$ cat src/rtl/damc_pkg.sv
// Shared DAMC definitions: scan FSM encoding, address/port widths and table entry layout.
// The address and port widths are also used by drc_top.
package damc_pkg;

  localparam int ADDR_W = 16;
  localparam int PORT_W = 5;

  localparam logic [PORT_W-1:0] PORT_UNREACHABLE = 5'd0;

  typedef enum logic [1:0] {
    IDLE = 2'd0,
    SCAN = 2'd1,
    RESP = 2'd2
  } damc_state_e;

  typedef struct packed {
    logic [ADDR_W-1:0] addr;
    logic [PORT_W-1:0] port;
  } damc_entry_t;

endpackage

$ cat src/rtl/damc_lookup_engine_if.sv
// DRC -> DAMC lookup bus. The request is a strobe with no backpressure.
// The response is a single-cycle strobe that carries the resolved port.
interface damc_lookup_if;
  import damc_pkg::*;

  logic              DRC_DAMC_lookupValid;
  logic [ADDR_W-1:0] DRC_DAMC_lookupDeviceAddr;
  logic              DRC_DAMC_lookupRspValid;
  logic [PORT_W-1:0] DRC_DAMC_lookupRspPort;

  modport master (
    output DRC_DAMC_lookupValid,
    output DRC_DAMC_lookupDeviceAddr,
    input  DRC_DAMC_lookupRspValid,
    input  DRC_DAMC_lookupRspPort
  );

  modport slave (
    input  DRC_DAMC_lookupValid,
    input  DRC_DAMC_lookupDeviceAddr,
    output DRC_DAMC_lookupRspValid,
    output DRC_DAMC_lookupRspPort
  );
endinterface

$ cat src/rtl/damc_req_fifo.sv
// Synchronous FIFO with a power-of-2 depth. A push into a full FIFO is accepted only
// when a pop happens in the same cycle; otherwise the push is ignored.
module damc_req_fifo #(
  parameter int DEPTH = 4,
  parameter int W     = 16
) (
  input  logic         iClk,
  input  logic         iResetN,
  input  logic         push,
  input  logic [W-1:0] pushData,
  input  logic         pop,
  output logic [W-1:0] popData,
  output logic         full,
  output logic         empty
);

  localparam int PW   = $clog2(DEPTH);
  localparam int CNTW = $clog2(DEPTH + 1);

  logic [W-1:0]    mem [DEPTH];
  logic [PW-1:0]   wrPtr;
  logic [PW-1:0]   rdPtr;
  logic [CNTW-1:0] count;
  logic            doPush;
  logic            doPop;

  assign full    = (count == CNTW'(DEPTH));
  assign empty   = (count == '0);
  assign doPop   = pop && !empty;
  assign doPush  = push && (!full || doPop);
  assign popData = mem[rdPtr];

  // NOTE: storage has no reset; the count decides validity, and leaving the array unreset lets it map to plain RAM/flops without reset routing.
  always_ff @(posedge iClk) begin
    if (doPush) mem[wrPtr] <= pushData;
  end

  // NOTE: sequential state uses non-blocking assignments so every flop samples pre-edge values regardless of statement order.
  always_ff @(posedge iClk or negedge iResetN) begin
    if (!iResetN) begin
      wrPtr <= '0;
      rdPtr <= '0;
      count <= '0;
    end else begin
      if (doPush) wrPtr <= wrPtr + PW'(1);
      if (doPop)  rdPtr <= rdPtr + PW'(1);
      case ({doPush, doPop})
        2'b10:   count <= count + CNTW'(1);
        2'b01:   count <= count - CNTW'(1);
        default: count <= count;
      endcase
    end
  end

endmodule

$ cat src/rtl/damc_lookup_engine.sv
// DAMC lookup responder. It keeps an address-to-port table maintained by learn writes
// and serves queued DRC lookups one at a time with a sequential scan.
module damc_lookup_engine
  import damc_pkg::*;
#(
  parameter int ENTRIES   = 8,
  parameter int REQ_DEPTH = 4,
  parameter int CW        = 4
) (
  input  logic              iClk,
  input  logic              iResetN,
  damc_lookup_if.slave      lookupBus,
  input  logic              CFG_DAMC_learnValid,
  input  logic [ADDR_W-1:0] CFG_DAMC_learnAddr,
  input  logic [PORT_W-1:0] CFG_DAMC_learnPort,
  output logic              DAMC_learnDrop,
  output logic              DAMC_reqOverflow,
  output logic [CW-1:0]     DAMC_entryCount
);

  localparam int IW = $clog2(ENTRIES);
  localparam logic [IW-1:0] LAST_IDX = IW'(ENTRIES - 1);

  damc_entry_t       entries [ENTRIES];
  logic [ENTRIES-1:0] entryValid;

  damc_state_e       state;
  damc_state_e       stateNext;
  logic [IW-1:0]     idx;
  logic [ADDR_W-1:0] curAddr;
  logic [PORT_W-1:0] rspPort;

  logic              fifoPop;
  logic              fifoFull;
  logic              fifoEmpty;
  logic [ADDR_W-1:0] fifoData;

  logic              learnHit;
  logic [IW-1:0]     learnHitIdx;
  logic              freeFound;
  logic [IW-1:0]     freeIdx;
  logic              scanHit;
  logic              learnIsAdd;

  damc_req_fifo #(
    .DEPTH (REQ_DEPTH),
    .W     (ADDR_W)
  ) reqFifo (
    .iClk     (iClk),
    .iResetN  (iResetN),
    .push     (lookupBus.DRC_DAMC_lookupValid),
    .pushData (lookupBus.DRC_DAMC_lookupDeviceAddr),
    .pop      (fifoPop),
    .popData  (fifoData),
    .full     (fifoFull),
    .empty    (fifoEmpty)
  );

  // Parallel search for the learn address and the lowest free slot (descending loop, so the lowest index wins).
  // NOTE: combinational blocks assign every output a default first and use blocking assignments, so no latch is inferred.
  always_comb begin
    learnHit    = 1'b0;
    learnHitIdx = '0;
    freeFound   = 1'b0;
    freeIdx     = '0;
    for (int i = ENTRIES - 1; i >= 0; i--) begin
      if (entryValid[i] && (entries[i].addr == CFG_DAMC_learnAddr)) begin
        learnHit    = 1'b1;
        learnHitIdx = IW'(i);
      end
      if (!entryValid[i]) begin
        freeFound = 1'b1;
        freeIdx   = IW'(i);
      end
    end
  end

  assign learnIsAdd = CFG_DAMC_learnValid && (CFG_DAMC_learnPort != PORT_UNREACHABLE);

  always_ff @(posedge iClk) begin
    if (learnIsAdd) begin
      if (learnHit)       entries[learnHitIdx].port <= CFG_DAMC_learnPort;
      else if (freeFound) entries[freeIdx] <= '{addr: CFG_DAMC_learnAddr, port: CFG_DAMC_learnPort};
    end
  end

  always_ff @(posedge iClk or negedge iResetN) begin
    if (!iResetN) begin
      entryValid      <= '0;
      DAMC_entryCount <= '0;
      DAMC_learnDrop  <= 1'b0;
    end else begin
      DAMC_learnDrop <= 1'b0;
      if (learnIsAdd && !learnHit) begin
        if (freeFound) begin
          entryValid[freeIdx] <= 1'b1;
          DAMC_entryCount     <= DAMC_entryCount + CW'(1);
        end else begin
          DAMC_learnDrop <= 1'b1;
        end
      end else if (CFG_DAMC_learnValid && !learnIsAdd && learnHit) begin
        entryValid[learnHitIdx] <= 1'b0;
        DAMC_entryCount         <= DAMC_entryCount - CW'(1);
      end
    end
  end

  assign scanHit = entryValid[idx] && (entries[idx].addr == curAddr);

  always_comb begin
    stateNext = state;
    fifoPop   = 1'b0;
    case (state)
      IDLE: begin
        if (!fifoEmpty) begin
          fifoPop   = 1'b1;
          stateNext = SCAN;
        end
      end
      // A learn write stalls the compare so it is redone against the updated table.
      SCAN: begin
        if (!CFG_DAMC_learnValid && (scanHit || idx == LAST_IDX)) stateNext = RESP;
      end
      RESP:    stateNext = IDLE;
      default: stateNext = IDLE;
    endcase
  end

  always_ff @(posedge iClk or negedge iResetN) begin
    if (!iResetN) state <= IDLE;
    else          state <= stateNext;
  end

  always_ff @(posedge iClk or negedge iResetN) begin
    if (!iResetN) begin
      curAddr <= '0;
      idx     <= '0;
      rspPort <= PORT_UNREACHABLE;
    end else begin
      if (fifoPop) begin
        curAddr <= fifoData;
        idx     <= '0;
      end else if (state == SCAN && !CFG_DAMC_learnValid) begin
        if (scanHit)              rspPort <= entries[idx].port;
        else if (idx == LAST_IDX) rspPort <= PORT_UNREACHABLE;
        else                      idx     <= idx + IW'(1);
      end
    end
  end

  always_ff @(posedge iClk or negedge iResetN) begin
    if (!iResetN) DAMC_reqOverflow <= 1'b0;
    else if (lookupBus.DRC_DAMC_lookupValid && fifoFull && !fifoPop) DAMC_reqOverflow <= 1'b1;
  end

  assign lookupBus.DRC_DAMC_lookupRspValid = (state == RESP);
  assign lookupBus.DRC_DAMC_lookupRspPort  = rspPort;

endmodule
$ cat src/flat_wrapper.sv
// flat-port wrapper written by rule: the top's interface ports become plain ports
module damc_lookup_engine_flat import damc_pkg::*;
#(
  parameter int ENTRIES   = 8,
  parameter int REQ_DEPTH = 4,
  parameter int CW        = 4
)
  (iClk, iResetN, CFG_DAMC_learnValid, CFG_DAMC_learnAddr, CFG_DAMC_learnPort, DAMC_learnDrop, DAMC_reqOverflow, DAMC_entryCount, lookupBus_DRC_DAMC_lookupValid, lookupBus_DRC_DAMC_lookupDeviceAddr, lookupBus_DRC_DAMC_lookupRspValid, lookupBus_DRC_DAMC_lookupRspPort);
  damc_lookup_if lookupBus_i ();
  input  logic iClk;
  input  logic iResetN;
  input  logic CFG_DAMC_learnValid;
  input  logic [ADDR_W-1:0] CFG_DAMC_learnAddr;
  input  logic [PORT_W-1:0] CFG_DAMC_learnPort;
  output logic DAMC_learnDrop;
  output logic DAMC_reqOverflow;
  output logic [CW-1:0] DAMC_entryCount;
  input wire logic [$bits(lookupBus_i.DRC_DAMC_lookupValid)-1:0] lookupBus_DRC_DAMC_lookupValid;
  input wire logic [$bits(lookupBus_i.DRC_DAMC_lookupDeviceAddr)-1:0] lookupBus_DRC_DAMC_lookupDeviceAddr;
  output wire logic [$bits(lookupBus_i.DRC_DAMC_lookupRspValid)-1:0] lookupBus_DRC_DAMC_lookupRspValid;
  output wire logic [$bits(lookupBus_i.DRC_DAMC_lookupRspPort)-1:0] lookupBus_DRC_DAMC_lookupRspPort;
  assign lookupBus_i.DRC_DAMC_lookupValid = lookupBus_DRC_DAMC_lookupValid;
  assign lookupBus_i.DRC_DAMC_lookupDeviceAddr = lookupBus_DRC_DAMC_lookupDeviceAddr;
  assign lookupBus_DRC_DAMC_lookupRspValid = lookupBus_i.DRC_DAMC_lookupRspValid;
  assign lookupBus_DRC_DAMC_lookupRspPort = lookupBus_i.DRC_DAMC_lookupRspPort;
  damc_lookup_engine #(.ENTRIES(ENTRIES), .REQ_DEPTH(REQ_DEPTH), .CW(CW)) u_core (.iClk(iClk), .iResetN(iResetN), .lookupBus(lookupBus_i), .CFG_DAMC_learnValid(CFG_DAMC_learnValid), .CFG_DAMC_learnAddr(CFG_DAMC_learnAddr), .CFG_DAMC_learnPort(CFG_DAMC_learnPort), .DAMC_learnDrop(DAMC_learnDrop), .DAMC_reqOverflow(DAMC_reqOverflow), .DAMC_entryCount(DAMC_entryCount));
endmodule
$ cat config.mk
export PLATFORM = sky130hd
export DESIGN_NAME = damc_lookup_engine_flat
export DESIGN_NICKNAME = d
export VERILOG_FILES = /design/src/rtl/damc_pkg.sv /design/src/rtl/damc_lookup_engine_if.sv /design/src/rtl/damc_req_fifo.sv /design/src/rtl/damc_lookup_engine.sv /design/src/flat_wrapper.sv
export SDC_FILE = /design/constraint.sdc
export NUM_CORES = 1
export LEC_CHECK = 0
export ABC_AREA = 1
export BUFFER_PORTS_ARGS = -buffer_cell sky130_fd_sc_hd__buf_2
export CAP_MARGIN = 10
export CORE_AREA = 2 2 190 192
export DETAILED_ROUTE_END_ITERATION = 8
export DIE_AREA = 0 0 192 194
export PLACE_DENSITY_LB_ADDON = 0.15
export SLEW_MARGIN = 20
export SYNTH_ARGS = -nofsm -noshare
export SYNTH_HDL_FRONTEND = slang
export SYNTH_SLANG_ARGS = --single-unit
$ cat constraint.sdc
create_clock -name iClk -period 4.9 [get_ports iClk]
set_input_delay 0 -clock iClk [delete_from_list [all_inputs] [get_ports iClk]]
set_output_delay 0 -clock iClk [all_outputs]
set_load 0.005 [all_outputs]
# Word-level counts from Yosys, hierarchy flattened
# Memories as Yosys holds them, arrays and structs flattened. A register that Yosys moved wholly into a read port is not among the register bits.
# Index checks and enable logic that the tools add are counted.
# Widths: inputs -> output; s select.
# word_totals
n_memories	2
in_bits	41
mem_bits_rw	232
output_inout_bits	12
ff_bits	31
# op_classes
n_eq_ne	20
n_reduce_logical	42
n_mux	70
order_cmp	5
bitwise_logic	4
add_sub_neg	7
# memory_table
name	depth	word_bits	rd	rd_clocked_by_memory_dff	write_ports	line_no	text
u_core.entries	8	21	9	0	1	damc_lookup_engine.sv:24	damc_entry_t entries [ENTRIES];
u_core.reqFifo.mem	4	16	1	1	1	damc_req_fifo.sv:20	logic [W-1:0] mem [DEPTH];
# op_table
cell	count
$eq 16x16->1	9
$mux 3	21
$mux 1	32
$mux 8	3
$logic_and 1x1->1	21
$mux 21	1
$reduce_or 21->1	1
$lt 3x4->1 const B	3
$mux 4	3
$mux 5	2
$and 8x8->8	1
$ne 2x1->1 const B	4
$not 8->8	1
$or 8x8->8	1
$reduce_bool 2->1	4
$logic_not 1->1	7
$add 3x1->3 const B	2
$demux 1 s3	2
$eq 3x3->1 const B	2
$ge 3x1->1 const B	2
$mux 2	3
$pmux 3 s2	1
$reduce_and 3->1	2
$reduce_bool 5->1	1
other kinds (14)	19

# Longest topological paths before layout
# An unclocked memory read counts as a cell.
# depth
depth_word	19
mapped_depth	20

# Cells and area by module
# From an unflattened synthesis, not the netlist that was laid out.
# hier_totals
cells_unflattened	1770
area_unflattened_um2	15263.4
# by_module_without_submodules
mod	cells_each	seq_area_each_um2	area_per_inst_um2	instances
damc_lookup_engine	1536	6045.8	12320.6	1
damc_req_fifo	234	2097.0	2942.8	1

# Least setup slack after synthesis
# Ideal clock, no wire load.
# synth_timing
kind	reg2reg
from	memory u_core.entries[7][9] (netlist name)
to	memory u_core.entries[7][10] (netlist name), enable pin
path_stages_with_launch	13
t_arrival_ns	2.712
setup_time_ns	0.409
path_buffers	0
path_slack_ns	1.779
path_cell_list	edfxtp_1 or2_1 nand3_1 nor2_2 nand3_2 nand2_2 nor2_4 nand3_4 inv_4 nand2_8 nand2_1 nand2_2 nor3_1
# synth_lines
element	line_no
start, declared	damc_lookup_engine.sv:24

# Final worst setup path
# layout_timing
from	input port CFG_DAMC_learnAddr[13]
to	memory u_core.entries[4][11] (netlist name), enable pin
# layout_between
elab_chain_cells	15
# layout_rtl
element	line_no	text
start, declared	flat_wrapper.sv:13	input logic [ADDR_W-1:0] CFG_DAMC_learnAddr;
$eq 16x16->1	damc_lookup_engine.sv:67	if (entryValid[i] && (entries[i].addr == CFG_DAMC_learnAddr)) begin
$logic_and 1x1->1	damc_lookup_engine.sv:67	
$mux 1 (8 in a row)	damc_lookup_engine.sv:67	
$mux 1	damc_lookup_engine.sv:82	if (learnHit) entries[learnHitIdx].port <= CFG_DAMC_learnPort;
$mux 1	damc_lookup_engine.sv:81	if (learnIsAdd) begin
$mux 1 (implied by the code)	damc_lookup_engine.sv:83	else if (freeFound) entries[freeIdx] <= '{addr: CFG_DAMC_learnAddr, port: CFG_DAMC_learnPort};
$reduce_or 21->1 (no source line)	--	
$mux 3 (no source line) or $mux 2 (tied branches)	--	
# Parallel ways exist; a longest one is shown, timed or not.

==> impl_metrics.tcl <==
set metrics [dict create \
    outcome "completed" \
    dpl_worst_slack_ns 1.53 \
    period_minus_slack_ns 3.39 \
    crit_arrival_ns 3.61 \
    cts_tree "done" \
    ctsLongestPathBuffers 3 \
    crit_top_cell "inv_1" \
    syn_inst 1725 \
    die_x_um 192 \
    critPathLaunchType "input pin" \
    cp_max_fo 19 \
    setup-violations-final 0 \
    wirelength_um 49800 \
    worstSetupPathType "input pin to flip-flop" \
    vias_per_cell 5.53 \
    synth_async_sr_flop_share_pct 16.8 \
    rsz0062_at_grt "no" \
    synth_edf_count 232 \
    syn_nets 1776 \
    grt_pass1_vias 11900 \
    crit_family "buffers and inverters" \
    r2r_cells 17 \
    worst_path_max_delay_cell "inv_1" \
    tns_ns 0 \
    p_sw_mw 3.90 \
    grt_first_pass_wirelength_um 74600 \
    dp_hpwl_um 35700 \
    die_h_um 194 \
    finalCritPeriodShare_pct 69.3 \
    clkLatencyLatePin_ns 0.59 \
    die_area_um2 37200 \
    cts.htree.levels 1 \
    worst-path-stages 18 \
    synth_flop_cell "edfxtp_1" \
    antenna_left 0 \
    vias 12700 \
    drive_gt1_share_pct 10.0 \
    cts.reportedPaths.clkPinSlew_ns 0.06 \
    syn_area_um2 15000 \
    drv_slew 0 \
    layout_commonest_cell "nand2_1" \
    antenna_found_initial 0 \
    clock_power_share_pct 25.6 \
    io_buffers 52 \
    required_ns 5.11 \
    gp_congestion 1.09 \
    initial_utilization_pct 42.6 \
    core_um2 35200 \
    clock-root-buffer "clkbuf_16" \
    drc 0 \
    final_nets 1862 \
    yosysSeqAreaShare_pct 54.3 \
    vdd_ir_drop_max_v 0.000364 \
    fin_skew_ns 0.0130 \
    max_cap_violations 0 \
    swShare_pct 41.2 \
    synthToLayoutAreaGrowth_pct 14.0 \
    row_count 69 \
    r2r_slack_ns 1.66 \
    cts_setup_buffers 0 \
    yosysWarnings 0 \
    syn_area_per_cell_um2 8.70 \
    hold_viol_final 0 \
    grt_max_degree 58 \
    worst_pin_slew_ns 0.989 \
    ys_types 54 \
    worstSetupEndpointType "flip-flop" \
    clock_sinks 279 \
    ys_seq_elements 279 \
    seqPwrFrac_pct 36.0 \
    fmaxAchievable_ghz 0.295 \
    grt_overflow 0 \
    final_cell_mix "nand2_1, edfxtp_1, nor2_1" \
    powerDensity_nw_per_um2 552 \
    p_int_mw 5.55 \
    crit_chain "dlygate4sd3_1, buf_2, inv_1, o21ai_0, inv_1, nand3_1, nor2_1, nand3_2, nand2_2, nor2_4, nand3_4, inv_4, nand2_8, nor2_2, inv_2, nand2_2, nand2_1, inv_1" \
    hp-class "input pin to asynchronous set/reset pin" \
    worst_path_largest_cell_delay_ns 0.54 \
    grtUsageTotal_pct 26.8 \
    io_pins 53 \
    numCtsBuffers 31 \
    combPwrFrac_pct 38.4 \
    crit_buf_inv 7 \
    initialDrtViolationCount 1504 \
    max-slew-margin-rel_pct 34.0 \
    wl_per_cell_um 21.7 \
    leakage_nw 7.23 \
    setup_slack_ns 1.51 \
    first_pass_iters 6 \
    antennaDiodeCount 0 \
]
-- area by class of cell --
| class | instances | area [um2] |
|---|---|---|
| fillers | 3379 | 18100 |
| multi-input cells | 1202 | 5810 |
| flip-flops and latches | 279 | 8150 |
| well taps | 461 | 577 |
| repair buffers | 115 | 838 |
| inverters | 182 | 692 |
| clock inverters | 16 | 196 |
| clock buffers | 41 | 843 |
-- cell usage after synthesis, types with 3 or more instances --
cell type / instances / area (um2)
nand3_2: 9 / 90.1
dfrtp_1: 47 / 1180
o211ai_1: 13 / 97.6
xnor2_1: 26 / 228
clkbuf_1: 24 / 90.1
buf_4: 8 / 60.1
o221ai_1: 5 / 43.8
nand4_1: 36 / 225
inv_2: 12 / 45.0
o22ai_1: 20 / 125
nor2_1: 214 / 803
xor2_1: 11 / 96.3
nand3b_1: 7 / 52.6
nor2_2: 8 / 50.1
buf_2: 17 / 85.1
nand2_2: 13 / 81.3
or2_1: 3 / 18.8
nand2_1: 443 / 1660
nor4_1: 4 / 25.0
o21ai_1: 23 / 115
nand2_4: 6 / 67.6
nand3_1: 70 / 350
nor3_1: 14 / 70.1
inv_1: 165 / 619
o21ai_0: 160 / 801
nor3b_1: 5 / 37.5
buf_6: 10 / 113
ha_1: 9 / 113
edfxtp_1: 232 / 6970
a21oi_1: 77 / 385
buf_1: 3 / 11.3
-- worst paths after layout --
path / start / end
worst max-delay path: CFG_DAMC_learnAddr[13] / u_core.entries[4][11]$_DFFE_PP_
worst min-delay path: iResetN / u_core.entryValid[3]$_DFFE_PN0P_
worst max register to register: u_core.entries[6][20]$_DFFE_PP_ / u_core.entries[4][11]$_DFFE_PP_
worst min register to register: u_core.DAMC_reqOverflow$_DFFE_PN0P_ / u_core.DAMC_reqOverflow$_DFFE_PN0P_
max in group asynchronous: iResetN / u_core.entryValid[7]$_DFFE_PN0P_
min in group iClk: lookupBus_DRC_DAMC_lookupDeviceAddr[12] / u_core.reqFifo.mem[3][12]$_DFFE_PP_
-- power groups by stage --
| stage | registers, mW | logic, mW | clock network [mW] |
|---|---|---|---|
| 2_1_floorplan | 3.33 | 2.44 | 0 |
| 3_3_place_gp | 3.44 | 3.55 | 0 |
| 3_5_place_dp | 3.43 | 3.57 | 0 |
| 4_1_cts | 3.39 | 3.61 | 2.45 |
| 5_1_grt | 3.45 | 4.02 | 2.55 |
| 6_report | 3.40 | 3.63 | 2.42 |
-- metrics by stage --
stage          total power [mW]  util (%)  hold WS [ns]  cell area (um2)  instances
6_report                   9.45      48.6       0.00735            17100       2296
4_1_cts                    9.45      48.6        0.0325            17100       2296
2_1_floorplan              5.77         -        -0.296            15000       1725
5_1_grt                    10.0      48.6        0.0647            17100       2296
3_5_place_dp               7.00      44.4        -0.108            15600       2197
3_3_place_gp               6.99      44.4        -0.118            15600       2197
-- state kept, by name (all words and copies together) (netlist names) --
| name | flops |
|---|---|
| u_core.reqFifo.rdPtr | 2 |
| u_core.state | 2 |
| u_core.DAMC_reqOverflow | 1 |
| u_core.entries | 168 |
| u_core.reqFifo.wrPtr | 2 |
| u_core.lookupBus.DRC_DAMC_lookupRspPort | 5 |
| u_core.idx | 3 |
| u_core.reqFifo.count | 3 |
| u_core.reqFifo.mem | 64 |
| u_core.DAMC_learnDrop | 1 |
| u_core.entryValid | 8 |
| u_core.DAMC_entryCount | 4 |
| u_core.curAddr | 16 |
-- layer usage --
layer | vias up | wire [um] | GRT usage [%]
met5 | - | 0 | 0
met4 | 0 | 1650 | 9.36
met3 | 79 | 4310 | 4.71
met2 | 570 | 21300 | 39.4
met1 | 6078 | 22500 | 39.9
li1 | 5970 | - | -
-- worst register-to-register path, delay by kind of cell, from the launching register on --
kind,cells,cell delay [ns]
DFF,1,0.42
AOI/OAI and AO/OA,1,0.16
and+or+nand+nor,11,1.23
buffers and inverters,5,1.02
-- cells by family after synthesis --
group                      synth area share, %
and+or+nand+nor                           24.4
buffers and inverters                     7.01
xor gates and xnor gates                  2.16
adders and majority gates                0.884
AOI/OAI and AO/OA                         11.3
DFF                                       54.3
-- repair_timing --
| item | 4_1_cts | 5_1_grt |
|---|---|---|
| hold endpoints to repair | 284 | 0 |
| resized for setup | 0 | 0 |
| hold buffers | 42 | 0 |
Note: power is estimated with default switching activity, not from simulation.
